--- src/rtl/uart_tx.sv ---
// UART transmitter with input FIFO and valid/ready handshake; configurable width, stop bits and parity.
// Optional parity bit compiled in when UART_TX_PARITY_EN is defined.
module uart_tx #(
   parameter int CLK_FREQ   = 50_000_000,
   parameter int BAUD       = 9600,
   parameter int DATA_BITS  = 8,
   parameter int STOP_BITS  = 1,
   parameter int PARITY_ODD = 0,
   parameter int FIFO_DEPTH = 4
) (
   input  logic                 clk,
   input  logic                 rst,
   input  logic [DATA_BITS-1:0] data,
   input  logic                 valid,
   output logic                 ready,
   output logic                 tx,
   output logic                 busy
);

   localparam int DIV    = CLK_FREQ / BAUD;
   localparam int CNT_W  = $clog2(DIV);
   localparam int ADDR_W = $clog2(FIFO_DEPTH);
   localparam int PTR_W  = ADDR_W + 1;
   localparam int BIT_W  = $clog2(DATA_BITS);

   localparam logic [CNT_W-1:0] CNT_LAST  = CNT_W'(DIV - 1);
   localparam logic [BIT_W-1:0] BIT_LAST  = BIT_W'(DATA_BITS - 1);
   localparam logic             STOP_LAST = 1'(STOP_BITS - 1);

`ifdef UART_TX_PARITY_EN
   typedef enum logic [2:0] {ST_IDLE, ST_START, ST_DATA, ST_PARITY, ST_STOP} state_t;
`else
   typedef enum logic [1:0] {ST_IDLE, ST_START, ST_DATA, ST_STOP} state_t;
`endif

   logic [DATA_BITS-1:0] mem [FIFO_DEPTH];
   logic [PTR_W-1:0]     wr_ptr_q, wr_ptr_d;
   logic [PTR_W-1:0]     rd_ptr_q, rd_ptr_d;
   logic                 empty, full, push, pop;
   logic [DATA_BITS-1:0] head;

   state_t               state_q, state_d;
   logic [CNT_W-1:0]     cnt_q, cnt_d;
   logic [BIT_W-1:0]     bit_q, bit_d;
   logic                 stop_q, stop_d;
   logic [DATA_BITS-1:0] shift_q, shift_d;
   logic                 tx_q, tx_d;
   logic                 tick;
`ifdef UART_TX_PARITY_EN
   logic                 parity_q, parity_d;
`endif

   // Wrap bit distinguishes full from empty when the low address bits match.
   assign empty = (wr_ptr_q == rd_ptr_q);
   assign full  = (wr_ptr_q[ADDR_W] != rd_ptr_q[ADDR_W]) &&
                  (wr_ptr_q[ADDR_W-1:0] == rd_ptr_q[ADDR_W-1:0]);
   assign ready = !full;
   assign push  = valid && !full;
   assign head  = mem[rd_ptr_q[ADDR_W-1:0]];
   assign busy  = (state_q != ST_IDLE) || !empty;
   assign tx    = tx_q;

   assign wr_ptr_d = wr_ptr_q + PTR_W'(push);
   assign rd_ptr_d = rd_ptr_q + PTR_W'(pop);

   always_ff @(posedge clk) begin
      if (push) begin
         mem[wr_ptr_q[ADDR_W-1:0]] <= data;
      end
   end

   always_comb begin
      state_d = state_q;
      cnt_d   = cnt_q;
      bit_d   = bit_q;
      stop_d  = stop_q;
      shift_d = shift_q;
      pop     = 1'b0;
`ifdef UART_TX_PARITY_EN
      parity_d = parity_q;
`endif
      tick = (cnt_q == CNT_LAST);
      if (state_q != ST_IDLE) begin
         cnt_d = tick ? '0 : cnt_q + CNT_W'(1);
      end
      case (state_q)
         ST_IDLE: begin
            if (!empty) pop = 1'b1;
         end
         ST_START: begin
            bit_d = '0;
            if (tick) state_d = ST_DATA;
         end
         ST_DATA: begin
            if (tick) begin
               shift_d = shift_q >> 1;
               if (bit_q == BIT_LAST) begin
                  stop_d = 1'b0;
`ifdef UART_TX_PARITY_EN
                  state_d = ST_PARITY;
`else
                  state_d = ST_STOP;
`endif
               end else begin
                  bit_d = bit_q + BIT_W'(1);
               end
            end
         end
`ifdef UART_TX_PARITY_EN
         ST_PARITY: begin
            if (tick) state_d = ST_STOP;
         end
`endif
         ST_STOP: begin
            if (tick) begin
               if (stop_q == STOP_LAST) begin
                  // Chain straight into the next start bit when more words are queued.
                  if (!empty) pop = 1'b1;
                  else        state_d = ST_IDLE;
               end else begin
                  stop_d = stop_q + 1'b1;
               end
            end
         end
         default: state_d = ST_IDLE;
      endcase
      if (pop) begin
         state_d = ST_START;
         cnt_d   = '0;
         shift_d = head;
`ifdef UART_TX_PARITY_EN
         parity_d = (^head) ^ (PARITY_ODD != 0);
`endif
      end
   end

   always_comb begin
      tx_d = 1'b1;
      case (state_q)
         ST_START:  tx_d = 1'b0;
         ST_DATA:   tx_d = shift_q[0];
`ifdef UART_TX_PARITY_EN
         ST_PARITY: tx_d = parity_q;
`endif
         default:   tx_d = 1'b1;
      endcase
   end

   always_ff @(posedge clk or posedge rst) begin
      if (rst) begin
         state_q  <= ST_IDLE;
         cnt_q    <= '0;
         bit_q    <= '0;
         stop_q   <= 1'b0;
         shift_q  <= '0;
         tx_q     <= 1'b1;
         wr_ptr_q <= '0;
         rd_ptr_q <= '0;
`ifdef UART_TX_PARITY_EN
         parity_q <= 1'b0;
`endif
      end else begin
         state_q  <= state_d;
         cnt_q    <= cnt_d;
         bit_q    <= bit_d;
         stop_q   <= stop_d;
         shift_q  <= shift_d;
         tx_q     <= tx_d;
         wr_ptr_q <= wr_ptr_d;
         rd_ptr_q <= rd_ptr_d;
`ifdef UART_TX_PARITY_EN
         parity_q <= parity_d;
`endif
      end
   end

endmodule
--- config.mk ---
export PLATFORM = sky130hd
export DESIGN_NAME = uart_tx
export DESIGN_NICKNAME = d
export VERILOG_FILES = /design/src/rtl/uart_tx.sv
export SDC_FILE = /design/constraint.sdc
export NUM_CORES = 1
export LEC_CHECK = 0
export CAP_MARGIN = 20
export CORE_MARGIN = 2
export CORE_UTILIZATION = 55
export DETAILED_ROUTE_END_ITERATION = 10
export PLACE_DENSITY = 0.82
export SYNTH_ARGS = -nofsm -noshare
export SYNTH_HDL_FRONTEND = slang
export SYNTH_SLANG_ARGS = --single-unit
--- constraint.sdc ---
create_clock -name clk -period 2.4 [get_ports clk]
set_input_delay 0.24 -clock clk [delete_from_list [all_inputs] [get_ports clk]]
set_output_delay 0.24 -clock clk [all_outputs]
set_load 0.01 [all_outputs]
## After elaboration in Yosys (flattened, before gate mapping)

Memory sizes are Yosys's and may differ from the RTL's.
Index checks and enable logic that the tools add are counted.

- Add/sub/neg operators: 5
- Equal/unequal tests: 18
- Multiplexer cells: 29
- Reductions and logical operators: 17

Operator list:

| kind | count |
|---|---|
| $mux 13 | 3 |
| $mux 8 | 3 |
| $ne 3x3->1 const B | 6 |
| $mux 2 | 7 |
| $add 13x1->13 const B | 1 |
| $eq 13x13->1 const B | 1 |
| $reduce_bool 2->1 | 6 |
| $mux 1 | 9 |
| $ne 2x2->1 const B | 4 |
| $reduce_and 7->1 | 1 |
| $add 3x1->3 | 2 |
| $mux 3 | 2 |
| $pmux 1 s2 | 3 |
| $pmux 2 s3 | 1 |
| $pmux 3 s2 | 1 |
| $eq 2x2->1 const B | 2 |
| $reduce_and 4->1 | 1 |
| $reduce_bool 4->1 | 1 |
| $add 3x1->3 const B | 1 |
| $eq 3x3->1 | 1 |
| $eq 3x3->1 const B | 1 |
| $reduce_and 3->1 | 1 |
| $eq 2x1->1 const B | 1 |
| $eq 2x2->1 | 1 |
| 7 further kinds | 9 |

- Flip-flop bits (word level): 34
- Memory bits (writable): 32
- Bits of input ports: 11
- Output and inout port bits: 3
- Logic and storage cells: 78
- Memories: 1

Memory list:

| name | words | width | read ports | clocked after memory_dff | wr ports | RTL line | RTL |
|---|---|---|---|---|---|---|---|
| mem | 4 | 8 | 1 | 0 | 1 | 36 | `logic [DATA_BITS-1:0] mem [FIFO_DEPTH];` |

## Depth between registers and ports, before layout

- Depth after elaboration: 7
- Gate-level depth with buffers: 9

## Worst setup path before layout

OpenSTA, ideal clock, no wires.

- Kind: flip-flop to flip-flop
- Start: register rd_ptr_q[0]
- End: memory mem[2][0], enable pin
- Library setup time: 385 ps
- Arrival time: 1696 ps
- Data required time: 2015 ps
- Slack: 319 ps
- Cell stages (with the launch flop): 6
- Path buffers: 1
- Clock period less this slack: 2081 ps
- Cells stage by stage: dfrtp_1 > buf_2 > xnor2_1 > nand3_1 > nand2_1 > nor3b_1

- Word-level cells in the longest chain between the ends: 6

RTL lines:

| item | RTL line | RTL |
|---|---|---|
| start: declaration | 38 | `logic [PTR_W-1:0] rd_ptr_q, rd_ptr_d;` |
| start signal: assignment | 170 | `rd_ptr_q <= rd_ptr_d;` |
| $eq 2x2->1 | 56 | `(wr_ptr_q[ADDR_W-1:0] == rd_ptr_q[ADDR_W-1:0]);` |
| $logic_and 1x1->1 | 55 | `assign full = (wr_ptr_q[ADDR_W] != rd_ptr_q[ADDR_W]) &&` |
| $logic_not 1->1 | -- |  |
| named net ready | 15 | `output logic ready,` |
| $logic_and 1x1->1 | 58 | `assign push = valid && !full;` |
| $mux 1 | 67 | `if (push) begin` |
| $mux 1 (not written as such) | 68 | `mem[wr_ptr_q[ADDR_W-1:0]] <= data;` |
| end: declaration | 36 |  |

The timed path passes the listed nets, and every way through them passes these cells.

## Worst setup path after layout

- Start: register state_q[0]
- End: register shift_q[6]

- Word-level cells in the longest chain between the ends: 4
- Elaborated cells between the ends (all ways): 8
- Classes of those cells: 2 x eq/ne; 2 x mux; 4 x reduce/logical

RTL lines:

| item | RTL line | RTL |
|---|---|---|
| start: declaration | 42 | `state_t state_q, state_d;` |
| start signal: assignment | 163 | `state_q <= state_d;` |
| $eq 2x2->1 or $logic_not 2->1 (tied branches) | 86 | `case (state_q)` |
| $pmux 1 s2 | 86 |  |
| $reduce_bool 2->1 (no source line) | -- |  |
| $reduce_and 2->1 (no source line) | -- |  |
| end signal: assignment | 167 | `shift_q <= shift_d;` |
| end: declaration | 46 | `logic [DATA_BITS-1:0] shift_q, shift_d;` |

Parallel ways exist; a longest one is shown, timed or not.
A chain may end at the register's enable or synchronous reset.

==> results.toml <==
[run_status]
result_of_the_run = "complete, no violations"

[logic_synthesis]
synthesis.area_per_instance_sq_um = 13.5
post_syn_nets = 250
synth.yosys.seq_area_share_pct = 58.0
synth_cell_types = 42
postSynthRegisterBits = 65
ys_warn_count = 0
post_synth_instance_area_sq_um = 3080
synth.top_cell.area_share_pct = 31.2
postSynthCellCount = 229
synth_area_leaders = "edfxtp_1, dfrtp_1, mux4_2"
synth_top_cell_by_area = "edfxtp_1"

[worst_setup_path]
worst-endpoint-arrival_ps = 2490
r2r_start = "state_q[0]"
crit_path_start_kind = "register"
critPathLaunch = "state_q[0]"
worstPathMaxFanout = 8
criticalPathCategory = "register to register"
cp-end-kind = "register"
crit_required_ps = 2630

[die]
chip_height_microns = 78.9
die_width_microns = 78.9
floorplan.rows = 27
effective_utilization_at_floorplan_pct = 56.4
core_area_sq_um = 5470
ios = 14
die_area_sq_um = 6220

[sta]
slew_viol_final = 0
hold_viol_final = 0
fin_crit_ps = 2250
finalSetupViolations = 0
worst-slew-pin-transition_ps = 503
fin_crit_sh_pct = 93.9
maxSlewHeadroom_pct = 66.0
fin_worst_skew_ps = 9.15
timing.fmax_mhz = 444
unrepaired_setup_endpoints_after_global_routing = "no"
summed_negative_setup_slack_over_all_endpoints_ps = 0

[power]
power.leakage_nw = 1.43
fin_total_pwr_w = 0.00376
power.ir.vdd_worst_v = 0.000644
p_per_area_nw_per_um2 = 1060

[place]
detailed_place.area_sq_um = 3320
routabilityCongestion = 0.803
io_buffers = 13
detailedPlacementHpwl_microns = 3650
dp_cells = 314

[clocking]
tritoncts_num_sinks = 65
postCtsResizedCells = 0
root_cell_of_the_clock_tree = "clkbuf_8"
cts_h_tree_depth = 3
clock_pin_slew_reported_for_the_worst_setup_and_hold_paths_after_clock_tree_synthesis_ps = 70
clock_insertion_delay_at_the_later_pin_of_the_skew_report_ps = 350
num_cts_buffers = 9
clockBufferDepth = 2
cts_tree = "done"
cts.hold.buffers_added = 0
cts_setup_buffers = 0

[job]
max_cap_viol_count = 0

[grt]
grt_antenna_before_repair = 0
first_global_vias = 1921
largest_net_degree_at_the_start_of_global_routing = 34
grt_util_all_layers_pct = 19.5
grt.overflow.total = 0
grt_first_pass_wirelength_microns = 9060

[cells_and_area]
post_layout_nonfiller_instances = 330
register_area_sq_um = 1790
layout.cell_area.non_filler_sq_um = 3550
final_net_count = 274
drive_gt1_share_pct = 22.9
antennaDiodeCount = 0
areaGrowthSynthToFinish_pct = 15.1
layout.filler_cells = 410
multiInputGateArea_sq_um = 1210

[detailed_routing]
detail_route.iter0.violations = 135
detailroute.via_count = 1946
drc_errors = 0
final_antenna_net_count = 0
dr.pass1.iters = 6
drt-total-wl_microns = 5350
via_per_inst = 5.90
routed_wire_length_per_instance_microns = 16.2

[hold_path]
min_path_type = "primary input to async pin"
==> cell type report <==
cell class	instances	area share [%]
Tap cell	72	2.54
Clock buffer	9	3.49
Timing Repair Buffer	23	5.78
Sequential cell	65	50.4
Clock inverter	7	2.68
Inverter	11	1.16
Multi-Input combinational cell	143	34.0
==> cell usage after synthesis, drive strengths merged <==
cell type  number
nor4b           1
nand4           5
nor2b           1
mux4            8
mux2i           1
ha             10
a2111o          1
inv            11
clkbuf          2
o311ai          3
o21ai           9
nor2            5
nor3            4
buf             8
xor2            5
nand2          16
edfxtp         32
o41ai           1
nor3b           2
and4bb          1
and4            2
dfstp           1
dfrtp          32
mux2           16
o31ai           6
o31a            1
and3            4
or3             6
o2111ai         1
xnor2           3
or2             2
o211ai          4
or4             5
a21oi           9
nand3           9
nor4bb          1
o221a           1
==> cells by family (layout without fill, tap and decap cells) <==
family / Yosys count / count (layout) / share of synthesized area (%)
flip-flops: 65 / 65 / 58.0
AND/OR/NAND/NOR: 64 / 64 / 11.8
AO/OA/AOI/OAI: 36 / 36 / 7.79
multiplexers: 25 / 25 / 12.7
buffers and inverters: 21 / 50 / 3.37
adder cells (fa/ha/maj): 10 / 10 / 4.06
XOR/XNOR: 8 / 8 / 2.27
==> sequential cells by signal (all words and copies together), names as in the netlist <==
register  cells
mem          32
cnt_q        13
shift_q       8
bit_q         3
rd_ptr_q      3
wr_ptr_q      3
state_q       2
tx            1
==> path summary, 6_finish.rpt <==
| path | endpoint | slack, ps | cells after the start |
|---|---|---|---|
| setup reg to reg | shift_q[6] | 150 | 6 |
| setup / recovery | shift_q[6] | 150 | 6 |
| hold / removal | cnt_q[1] | 270 | 3 |
| max in group asynchronous | tx | 1780 | 3 |
| hold reg to reg | rd_ptr_q[2] | 490 | 1 |
| min in group clk | rd_ptr_q[2] | 490 | 1 |
==> power by group <==
group          leakage, nW  total (W)  internal, W  switching [W]
logic                0.605    0.00109     0.000552       0.000533
clock network        0.109    0.00101     0.000583       0.000429
registers            0.714    0.00167      0.00148       0.000185
total                 1.43    0.00376      0.00262        0.00115
==> cells in the final DEF, fill, tap and decap left out, types with 2 or more instances in the layout <==
cell type,Yosys,routed
dfrtp_1,32,32
edfxtp_1,32,32
nand2_1,16,16
clkdlybuf4s50_1,0,13
inv_1,11,11
mux2_2,10,10
ha_1,10,10
buf_4,3,10
nand3_1,9,9
o21ai_0,9,9
a21oi_1,9,9
clkbuf_8,0,9
mux4_2,8,8
o31ai_1,6,6
or3_1,6,6
mux2_4,6,6
xor2_1,5,5
nor2_1,5,5
or4_1,5,5
and3_1,4,4
nand4_1,4,4
o211ai_1,4,4
o311ai_0,3,3
nor3_1,4,3
xnor2_1,3,3
nor3b_1,2,2
or2_2,2,2
clkinv_2,0,2
bufinv_16,0,2
clkinv_4,0,2
==> worst max-delay path, stage by stage, from the launching register on <==
cell      delay (ps)
dfrtp_1          420
inv_1            100
ha_1             280
nor4bb_1         320
and4_2           400
mux2_2           360
mux2_2           260
==> layer usage <==
layer  part of all wire (%)  global-route usage [%]  up-vias
met5                      0                       0        -
met2                     50                    32.9       39
met4                    1.6                    8.10        0
met3                    3.7                    6.14       14
li1                       -                       -      926
met1                     44                    23.4      967
==> metrics by stage <==
step	hold WS [ps]	utilization, %	setup WS, ps
after floorplan	339	-	319
after global placement	475	60.7	208
after detailed placement	479	60.7	117
after CTS	293	64.7	87.7
after global routing	322	64.9	9.31
final	271	64.9	146
No activity file was read; power rests on OpenSTA's default activity.
